`src/rtl/bus_hold_controller.sv`:
```
// bus_hold_controller: CPU HOLD/HLDA sequencer with round-robin bus grant; BUS_HOLD_TIMEOUT_EN adds a tenure limit.
module bus_hold_controller #(
    parameter int NUM_REQ = 2,
`ifdef BUS_HOLD_TIMEOUT_EN
    parameter int MAX_TENURE = 64,
`endif
    parameter int MIN_CPU_GAP = 2
) (
    input  logic               clock,
    input  logic               reset,
    input  logic               cpu_clock_posedge,
    input  logic [NUM_REQ-1:0] req,
    input  logic               HLDA,
    output logic               HOLD,
    output logic [NUM_REQ-1:0] grant,
    output logic               busy,
    output logic               timeout
);
    localparam int OW = NUM_REQ > 1 ? $clog2(NUM_REQ) : 1;
    localparam logic [NUM_REQ-1:0] ONE = 1;
    typedef enum logic [1:0] {IDLE, HOLD_REQ, GRANTED, RELEASE} state_t;
    state_t state, state_n;
    logic [OW-1:0] owner, last_owner, winner, idx;
    logic [3:0] gap;
    logic withdrawn;
    logic expire;
    logic [NUM_REQ-1:0] eligible;
    assign busy = state != IDLE;
    // Scan downward so the nearest set bit after last_owner is the last one assigned.
    always_comb begin
        winner = last_owner;
        idx = '0;
        for (int i = NUM_REQ; i >= 1; i--) begin
            idx = OW'((int'(last_owner) + i) % NUM_REQ);
            if (eligible[idx]) winner = idx;
        end
    end
    always_comb begin
        state_n = state;
        HOLD = 1'b0;
        grant = '0;
        case (state)
            IDLE: if (cpu_clock_posedge && gap == 4'd0 && |eligible) state_n = HOLD_REQ;
            HOLD_REQ: begin
                HOLD = 1'b1;
                if (cpu_clock_posedge && HLDA) state_n = (withdrawn || !req[owner]) ? RELEASE : GRANTED;
            end
            GRANTED: begin
                HOLD = 1'b1;
                grant[owner] = 1'b1;
                if (!req[owner] || (cpu_clock_posedge && (!HLDA || expire))) state_n = RELEASE;
            end
            default: if (cpu_clock_posedge && !HLDA) state_n = IDLE;
        endcase
    end
    always_ff @(posedge clock or posedge reset) begin
        if (reset) begin
            state <= IDLE;
            owner <= '0;
            last_owner <= OW'(NUM_REQ - 1);
            gap <= '0;
            withdrawn <= 1'b0;
        end else begin
            state <= state_n;
            if (state == IDLE && state_n == HOLD_REQ) owner <= winner;
            if (state == RELEASE) last_owner <= owner;
            if (state == RELEASE && state_n == IDLE) gap <= 4'(MIN_CPU_GAP);
            else if (state == IDLE && cpu_clock_posedge && gap != 4'd0) gap <= gap - 4'd1;
            withdrawn <= state == HOLD_REQ && (withdrawn || !req[owner]);
        end
    end
`ifdef BUS_HOLD_TIMEOUT_EN
    logic [7:0] tenure;
    logic [NUM_REQ-1:0] mask;
    logic timeout_q;
    logic fire;
    assign expire = tenure <= 8'd1;
    assign fire = state == GRANTED && cpu_clock_posedge && expire && req[owner];
    assign eligible = req & ~mask;
    assign timeout = timeout_q;
    // A timed-out owner stays masked until its request is seen low.
    always_ff @(posedge clock or posedge reset) begin
        if (reset) begin
            tenure <= '0;
            mask <= '0;
            timeout_q <= 1'b0;
        end else begin
            tenure <= state == HOLD_REQ ? 8'(MAX_TENURE) :
                      (state == GRANTED && cpu_clock_posedge && tenure != 8'd0) ? tenure - 8'd1 : tenure;
            mask <= (mask & req) | (fire ? ONE << owner : '0);
            timeout_q <= fire;
        end
    end
`else
    assign expire = 1'b0;
    assign eligible = req;
    assign timeout = 1'b0;
`endif
endmodule

```
`config.mk`:
```
export PLATFORM = sky130hd
export DESIGN_NAME = bus_hold_controller
export DESIGN_NICKNAME = d
export VERILOG_FILES = /design/src/rtl/bus_hold_controller.sv
export SDC_FILE = /design/constraint.sdc
export NUM_CORES = 1
export LEC_CHECK = 0
export ABC_AREA = 1
export ABC_CLOCK_PERIOD_IN_PS = 2800
export CAP_MARGIN = 10
export CORE_MARGIN = 10
export CORE_UTILIZATION = 35
export DETAILED_ROUTE_END_ITERATION = 16
export GPL_TIMING_DRIVEN = 1
export PLACE_DENSITY = 0.61
export RECOVER_POWER = 100
export SLEW_MARGIN = 40
export SYNTH_ARGS = -nofsm -noshare
export SYNTH_HDL_FRONTEND = slang
export SYNTH_SLANG_ARGS = --single-unit
```
`constraint.sdc`:
```
create_clock -name clock -period 2.8 [get_ports clock]
set_input_delay 0.28 -clock clock [delete_from_list [all_inputs] [get_ports clock]]
set_output_delay 0.28 -clock clock [all_outputs]
set_load 0.03 [all_outputs]
```
# After elaboration in Yosys (flattened, before gate mapping)
# Cells that the tools add are included.
# word_totals
register_bits	9
input_bits	6
out_inout_bits	5
wordCells	58
# classes
n_addsub	3
order_cmp	4
eq_ne	4
n_mux	20
n_reduce_logical	22
# ops
cell	n
$mux 1	11
$logic_and 1x1->1	10
$mux 2	5
$mux 4	2
$lt 1x2->1 const B	3
$pmux 2 s3	1
$eq 2x1->1 const B	2
$eq 2x2->1 const B	2
$logic_not 2->1	2
$logic_not 4->1	1
$reduce_bool 2->1	2
$reduce_bool 4->1	1
$reduce_or 2->1	2
$sub 4x1->4 const B	1
$add 1x1->1 const B	2
$logic_not 1->1	2
$logic_or 1x1->1	2
$demux 1 s1	1
$ge 1x1->1 const B	1

# Depth between registers and ports, before layout
# Gate-level depths: netlist (run 1).
# logic_depth
ltp_word	10
ltp_mapped	12
mapped_depth_nobuf	12

# Least setup slack after synthesis (run 1)
# OpenSTA, ideal clock, no wires.
# synth_timing
path_type	reg2reg
startpoint	register state[0]
endpoint	register gap[2]
t_arrival_ps	1499
required_ps	2723
slack_ps	1224
stages_incl_launch_ff	8
path_buffers	0
period_less_slack_ps	1576
path_cell_list	dfrtp_1 inv_1 ha_1 inv_1 nor3_4 nand2_1 xor2_1 a21oi_1
# synth_between
elab_chain_cells	5
elab_cells_between_ends	15
cone_classes	eq/ne (3); mux (6); reduce/logical (6)
# synth_lines
item	line	rtl
from (decl)	22	state_t state, state_n;
from (signal assigned)	64	state <= state_n;
$eq 2x2->1 (tied with other cells)	42	case (state)
$pmux 2 s3	42	
$logic_not 2->1	67	if (state == RELEASE && state_n == IDLE) gap <= 4'(MIN_CPU_GAP);
$logic_and 1x1->1	67	
$mux 4 / $reduce_bool 2->1 (equally long branches)	n/a	
to (signal assigned)	67	
to (signal assigned)	68	else if (state == IDLE && cpu_clock_posedge && gap != 4'd0) gap <= gap - 4'd1;
to (decl)	24	logic [3:0] gap;
# Parallel ways exist; a longest one is shown, timed or not.
# A chain may end at the register's enable or synchronous reset.

# Final worst setup path (run 1)
# layout_timing
startpoint	register state[0]
endpoint	output busy
# layout_between
elab_chain_cells	1
# layout_lines
item	line	rtl
$reduce_bool 2->1	28	assign busy = state != IDLE;
to (decl)	16	output logic busy,
# No other way between the ends.

==> results of run 1 <==
-- power by group through the flow --
stage	Sequential, uW	Combinational [uW]	Clock (uW)
after floorplan	241	484	0
after detailed placement	253	631	0
final	251	567	100
after global routing	263	651	112
after global placement	252	623	0
after CTS	251	634	105
-- worst max-delay path, stage by stage, from the launching register on --
cell and delay (ns):
dfrtp_1 0.43, inv_1 0.13, ha_1 0.24, inv_1 0.14, dlygate4sd3_1 0.76
-- stage by stage --
| step | setup WS (ns) | power [uW] | cell area, um^2 |
|---|---|---|---|
| global placement | 0.917 | 875 | 835 |
| detailed placement | 0.879 | 884 | 835 |
| floorplan | 1.22 | 725 | 718 |
| global route | 0.458 | 1030 | 841 |
| CTS | 0.595 | 990 | 861 |
| finish | 0.563 | 918 | 841 |
-- cell type report --
cell class | instances | area, um^2 | area share, %
multi-input combinational | 66 | 389 | 46.3
sequential | 9 | 226 | 26.9
timing repair buffer | 9 | 90.1 | 10.7
inverter | 20 | 75.1 | 8.93
tap | 27 | 33.8 | 4.02
clock buffer | 4 | 26.3 | 3.13
-- placed cells by master, fill, tap and decap left out, drive strengths merged --
master / Yosys / routed
a21boi: 1 / 1
a21oi: 9 / 9
clkbuf: 0 / 4
clkdlybuf4s50: 0 / 4
conb: 1 / 1
dfrtp: 8 / 8
dfstp: 1 / 1
dlygate4sd3: 0 / 5
ha: 8 / 8
inv: 20 / 20
nand2: 29 / 29
nand3: 2 / 2
nand4: 1 / 1
nor2: 5 / 5
nor3: 2 / 2
o21ai: 4 / 4
or2: 1 / 1
xor2: 3 / 3
-- state kept, by name, summed over array words and instances, names as in the netlist --
| register | count |
|---|---|
| gap | 4 |
| last_owner | 1 |
| owner | 1 |
| withdrawn | 1 |
| state | 2 |
-- cells by family (layout without fill, tap and decap cells) --
family / count (synthesis) / in the layout / share of synthesized area, %
fa+ha+maj: 8 / 8 / 13.9
flops: 9 / 9 / 31.5
xor+xnor: 3 / 3 / 3.66
compound gates: 14 / 14 / 11.1
buf+inv: 21 / 33 / 11.5
simple gates: 40 / 40 / 27.7
other cells: 1 / 1 / 0.522
-- routing by layer --
| metal | wire length, um | GRT usage (%) | vias to the layer above |
|---|---|---|---|
| met5 | 0 | 0 | - |
| met4 | 22 | 5.61 | 0 |
| met3 | 48 | 2.20 | 4 |
| met2 | 623 | 11.8 | 10 |
| met1 | 712 | 8.23 | 251 |
| li1 | - | - | 316 |
-- how the worst max path moves through the flow --
stage                             from                 end  depth (start not counted)
floorplan           state[0]$_DFF_PP0_  gap[2]$_DFFE_PP0P_                          7
global placement    state[0]$_DFF_PP0_                busy                          4
detailed placement  state[0]$_DFF_PP0_                busy                          4
CTS                 state[0]$_DFF_PP0_                busy                          4
global route        state[0]$_DFF_PP0_                busy                          4
finish              state[0]$_DFF_PP0_                busy                          4
==> results by group, run 1 <==
Timing
  – Fin. max-slew vios: 0
  – RSZ-0062 raised after global routing: no
  – Fin crit share: 79.9%
  – Hold Vio Cnt, Final: 0
  – Fin crit period: ~2.2 ns
  – Worst Hold Slack: between 0.4 and 0.5 ns
  – Setup total negative slack: 0 ns
  – Fmax: approximately 0.45 GHz
  – Final Setup Violations: 0
  – Worst Skew: roughly 0.0013 ns

Synth
  – Synth Cell Area: 718 um^2
  – Top post-synthesis cells by area: dfrtp_1 (28%), ha_1 (14%), nand2_1 (13%)
  – Synth Instances: 96
  – Leading area contributor after synthesis: dfrtp_1
  – Synth top area share: 27.9%
  – Number of synthesized flops with an enable pin: 0
  – Top_reg_cell synth: dfrtp_1
  – Commonest cells in the netlist: nand2_1 (24), inv_1 (19), dfrtp_1 (8), ha_1 (8), a21oi_1 (7)
  – FFs w/ async S/R, synth: 100%
  – Top-count cell post-synth: nand2_1
  – Syn_nets: 110
  – Warnings from Yosys: 0
  – Syn_area_per_cell: around 7.5 um^2
  – Post-synthesis register bit count: 9
  – Distinct cells, synth: 24
  – Register area share after synthesis: 31.5%

Layout
  – Layout area overhead: 17.1%
  – Final nets: roughly 120
  – ANT cells: 0
  – Layout Cells excl Fill: roughly 140
  – Layout fillers: about 230
  – Fin util: a little over two fifths
  – Layout cells sized above 1: a little under a tenth

Pwr
  – Clock power share: roughly 11%
  – Switching Share: roughly 50%
  – Gate power share: between 60% and 70%
  – Internal power: around 460 uW
  – VDD IR-drop max: 0.000458 V
  – Sequential power share: around 27%
  – P_leak: 0.000447 uW
  – Power Density: 1090 nW/um^2
  – Psw: 463 uW

Clocking
  – Max clock buf depth: 2
  – CTS buffer count: 3
  – Clock Latency Late Sink: 0.26 ns
  – Post-CTS Setup Bufs: 0
  – CTS Hold Buffers Added: 0
  – Clock transition at path regs: 0.06 ns
  – Htree depth: 1
  – TritonCTS clock tree: yes
  – Post-CTS sizing: 0
  – Clock Sinks: 9
  – Root Buffer: clkbuf_4

Die
  – DIE AREA: 4260 um^2
  – Core Box Area: approximately 2000 um^2
  – Starting Density: between 30% and 40%
  – Die X: 65.3 um
  – Ports: 11
  – Die height: about 65 um
  – Row count: 16

Global routing
  – Grt total ovfl: 0
  – First-pass GRT wire length: ~2500 um
  – Total GRT Usage: 7.46%
  – Initial antenna violation count: 0
  – Largest net degree at the start of global routing: 10
  – Vias in the first global route: approximately 620

Placed design
  – Placer Congestion: ~0.75
  – PortBufs: 9
  – Placed insts: roughly 130
  – Detailed Place HPWL: 1190 um

Route
  – First-pass DRT Iterations: 4
  – DR WL/cell: roughly 10 um
  – Iter 0 DRT Violations: 24
  – Remaining DRCs: 0
  – Vias: 581
  – Routed Antenna Nets: 0
  – Vias per inst: between 4 and 5
  – Wirelength, routed: between 1000 and 1500 um

Critical path
  – Crit. End Element: primary output
  – R2R Setup Slk: about 1.0 ns
  – Critical path arrival: approximately 2.0 ns
  – Crit path kind: reg -> out
  – RR Startpoint: state[0]$_DFF_PP0_
  – Critical Path RT: around 2.5 ns
  – Worst r2r dst: gap[0]$_DFFE_PP0P_
  – Worst Setup Start Kind: flop
  – Peak fanout along the critical path: 6
  – Worst Reg-to-Reg Cells: 9

Worst hold path
  – Worst Hold Class: in -> async

Run status
  – Status: finished, final reports clean

Job
  – Max_cap viols: 0
(Power assumes the default switching activity.)
==> inputs of run 2 (changes only) <==
--- a/config.mk
+++ b/config.mk
@@ -6,13 +6,13 @@
 export NUM_CORES = 1
 export LEC_CHECK = 0
 export ABC_AREA = 1
-export ABC_CLOCK_PERIOD_IN_PS = 2800
+export ABC_CLOCK_PERIOD_IN_PS = 1800
 export CAP_MARGIN = 10
 export CORE_MARGIN = 10
 export CORE_UTILIZATION = 35
 export DETAILED_ROUTE_END_ITERATION = 16
 export GPL_TIMING_DRIVEN = 1
-export PLACE_DENSITY = 0.61
+export PLACE_DENSITY = 0.63
 export RECOVER_POWER = 100
 export SLEW_MARGIN = 40
 export SYNTH_ARGS = -nofsm -noshare
==> constraint.sdc (replaced) <==
create_clock -name clock -period 1.8 [get_ports clock]
set_input_delay 0.18 -clock clock [delete_from_list [all_inputs] [get_ports clock]]
set_output_delay 0.18 -clock clock [all_outputs]
set_load 0.03 [all_outputs]
==> run 2 against run 1 <==
Effect of this change: power grew 62%; critical endpoint is now HOLD; sequential share of layout area shrank 0.39 points; flip-flop and latch count is the same; wire length grew 0.85%; global-route usage shrank 0.21 points; first-iteration DRC count shrank 58%; largest cell class unchanged; count of clock-buffer cells in the layout is the same; highest routed layer unchanged.
==> results by group, run 2 (same netlist as run 1, synthesis figures left out) <==
Timing
  – Fmax: 0.588 GHz
  – Hold Vio Cnt, Final: 0
  – Worst Skew: about 0.0049 ns
  – Fin crit share: a little over nine tenths
  – Fin crit period: between 1.5 and 2 ns
  – Worst Hold Slack: between 0.3 and 0.4 ns
  – Setup total negative slack: 0 ns
  – Final Setup Violations: 0
  – RSZ-0062 raised after global routing: no
  – Fin. max-slew vios: 0

Layout
  – Max reg flops: 4
  – Layout Cells excl Fill: 136
  – Most frequent cells in the layout: nand2_1 (25), inv_1 (19), ha_1 (8), dfrtp_1 (8), a21oi_1 (7)
  – Layout fillers: between 200 and 250
  – Top reg by flops: gap
  – Layout cells sized above 1: 16.5%
  – Layout area overhead: 18.8%
  – Final nets: around 120
  – Regs by FF count: gap (4), state (2)
  – Commonest non-fill, non-tap cell in the layout: nand2_1
  – ANT cells: 0

Critical path
  – Family with the most delay on the worst path: buffers and inverters
  – WP buf/inv: 2
  – Crit-path slowest cell: dfrtp_1
  – Setup crit start: state[1]$_DFF_PP0_
  – Worst Reg-to-Reg Cells: 9
  – Crit. End Element: primary output
  – Critical path arrival: between 1.5 and 2 ns
  – Critical Path RT: about 1.6 ns
  – R2R Setup Slk: between 0.1 and 0.15 ns
  – Peak fanout along the critical path: 7
  – Worst Setup Start Kind: flop
  – Worst r2r dst: owner$_DFFE_PP0P_
  – Crit-path cells: inv_1 -> ha_1 -> dlygate4sd2_1
  – Crit path kind: reg -> out
  – RR Startpoint: state[0]$_DFF_PP0_
  – Crit-path max cell delay: 0.46 ns

Global routing
  – Initial antenna violation count: 0
  – Vias in the first global route: 574
  – Grt total ovfl: 0
  – Largest net degree at the start of global routing: 10
  – First-pass GRT wire length: ~2400 um
  – Total GRT Usage: roughly 7.2%

Route
  – Routed Antenna Nets: 0
  – Iter 0 DRT Violations: 10
  – Wirelength, routed: between 1000 and 1500 um
  – Vias: 585
  – Remaining DRCs: 0
  – Vias per inst: 4.30
  – DR WL/cell: around 10 um
  – First-pass DRT Iterations: 3

Die
  – DIE AREA: 4260 um^2
  – Die height: 65.3 um
  – Starting Density: approximately 37%
  – Ports: 11
  – Row count: 16
  – Die X: 65.3 um
  – Core Box Area: a little under 2000 um^2

Clocking
  – Max clock buf depth: 2
  – Root Buffer: clkbuf_4
  – Htree depth: 1
  – Clock transition at path regs: approximately 0.06 ns
  – CTS buffer count: 3
  – Clock Latency Late Sink: approximately 0.27 ns
  – Clock Sinks: 9
  – TritonCTS clock tree: yes
  – Post-CTS Setup Bufs: 0

Pwr
  – P_leak: 0.000452 uW
  – Power Density: around 1700 nW/um^2
  – VDD IR-drop max: 0.000781 V

Placed design
  – Placed insts: 132
  – Placer Congestion: slightly below 0.7
  – PortBufs: 9
  – Detailed Place HPWL: 1180 um

Job
  – Max_cap viols: 0

Worst hold path
  – Worst Hold Class: in -> async

Run status
  – Status: finished, final reports clean
run 2: changes by cell type in the layout (fill, tap and decap cells not counted), moves of 2 or more:
cell           before  now
dlygate4sd3_1       5    1
a21oi_1             9    7
a21oi_2             0    2
clkbuf_2            0    2
dlygate4sd2_1       0    2
nor2_1              5    3
run 2: power breakdown:
group	switching (uW)	internal (uW)	leakage, uW
Combinational	620	328	0.000328
Sequential	74.9	304	0.000109
Clock	75.1	85.7	0.0000150
Total	770	717	0.000452
run 2: layer usage:
metal / vias up / track usage, % / share of wire, %
met5: - / 0 / 0
met4: 0 / 4.01 / 1.2
met3: 2 / 2.71 / 5.7
met2: 10 / 12.1 / 47
met1: 257 / 7.72 / 46
li1: 316 / - / -
run 2: per-stage QoR:
stage	setup WS (ns)	power (uW)	utilization, %	instance area [um^2]
6_report	0.0999	1490	43.5	853
4_1_cts	0.0852	1530	43.9	862
5_1_grt	0.00772	1650	43.5	853
3_5_place_dp	0.110	1390	42.8	840
3_3_place_gp	0.128	1360	42.8	840
2_1_floorplan	0.224	1130	-	718
run 2: area by class of cell:
class	instances	area [um^2]	share of cell area [%]
Multi-Input combinational cell	66	407	47.7
Sequential cell	9	226	26.5
Timing Repair Buffer	10	85.1	9.97
Inverter	20	75.1	8.80
Tap cell	27	33.8	3.96
Clock buffer	4	26.3	3.08
run 2: how the worst max path moves through the flow:
stage                         endpoint  slack (ns)  cells past startpoint
floorplan           gap[2]$_DFFE_PP0P_        0.22                      7
global placement              grant[0]        0.13                      5
detailed placement   owner$_DFFE_PP0P_        0.11                      9
global route         owner$_DFFE_PP0P_       0.008                      9
CTS                  owner$_DFFE_PP0P_        0.09                      9
finish                            HOLD         0.1                      3
run 2: repair_timing:
action                                  4_1_cts  5_1_grt
hold buffers                                  0        0
gates resized for setup                       3        2
endpoints found under the setup margin        3        1
pin swaps                                     0        0
hold endpoints to repair                      0        0
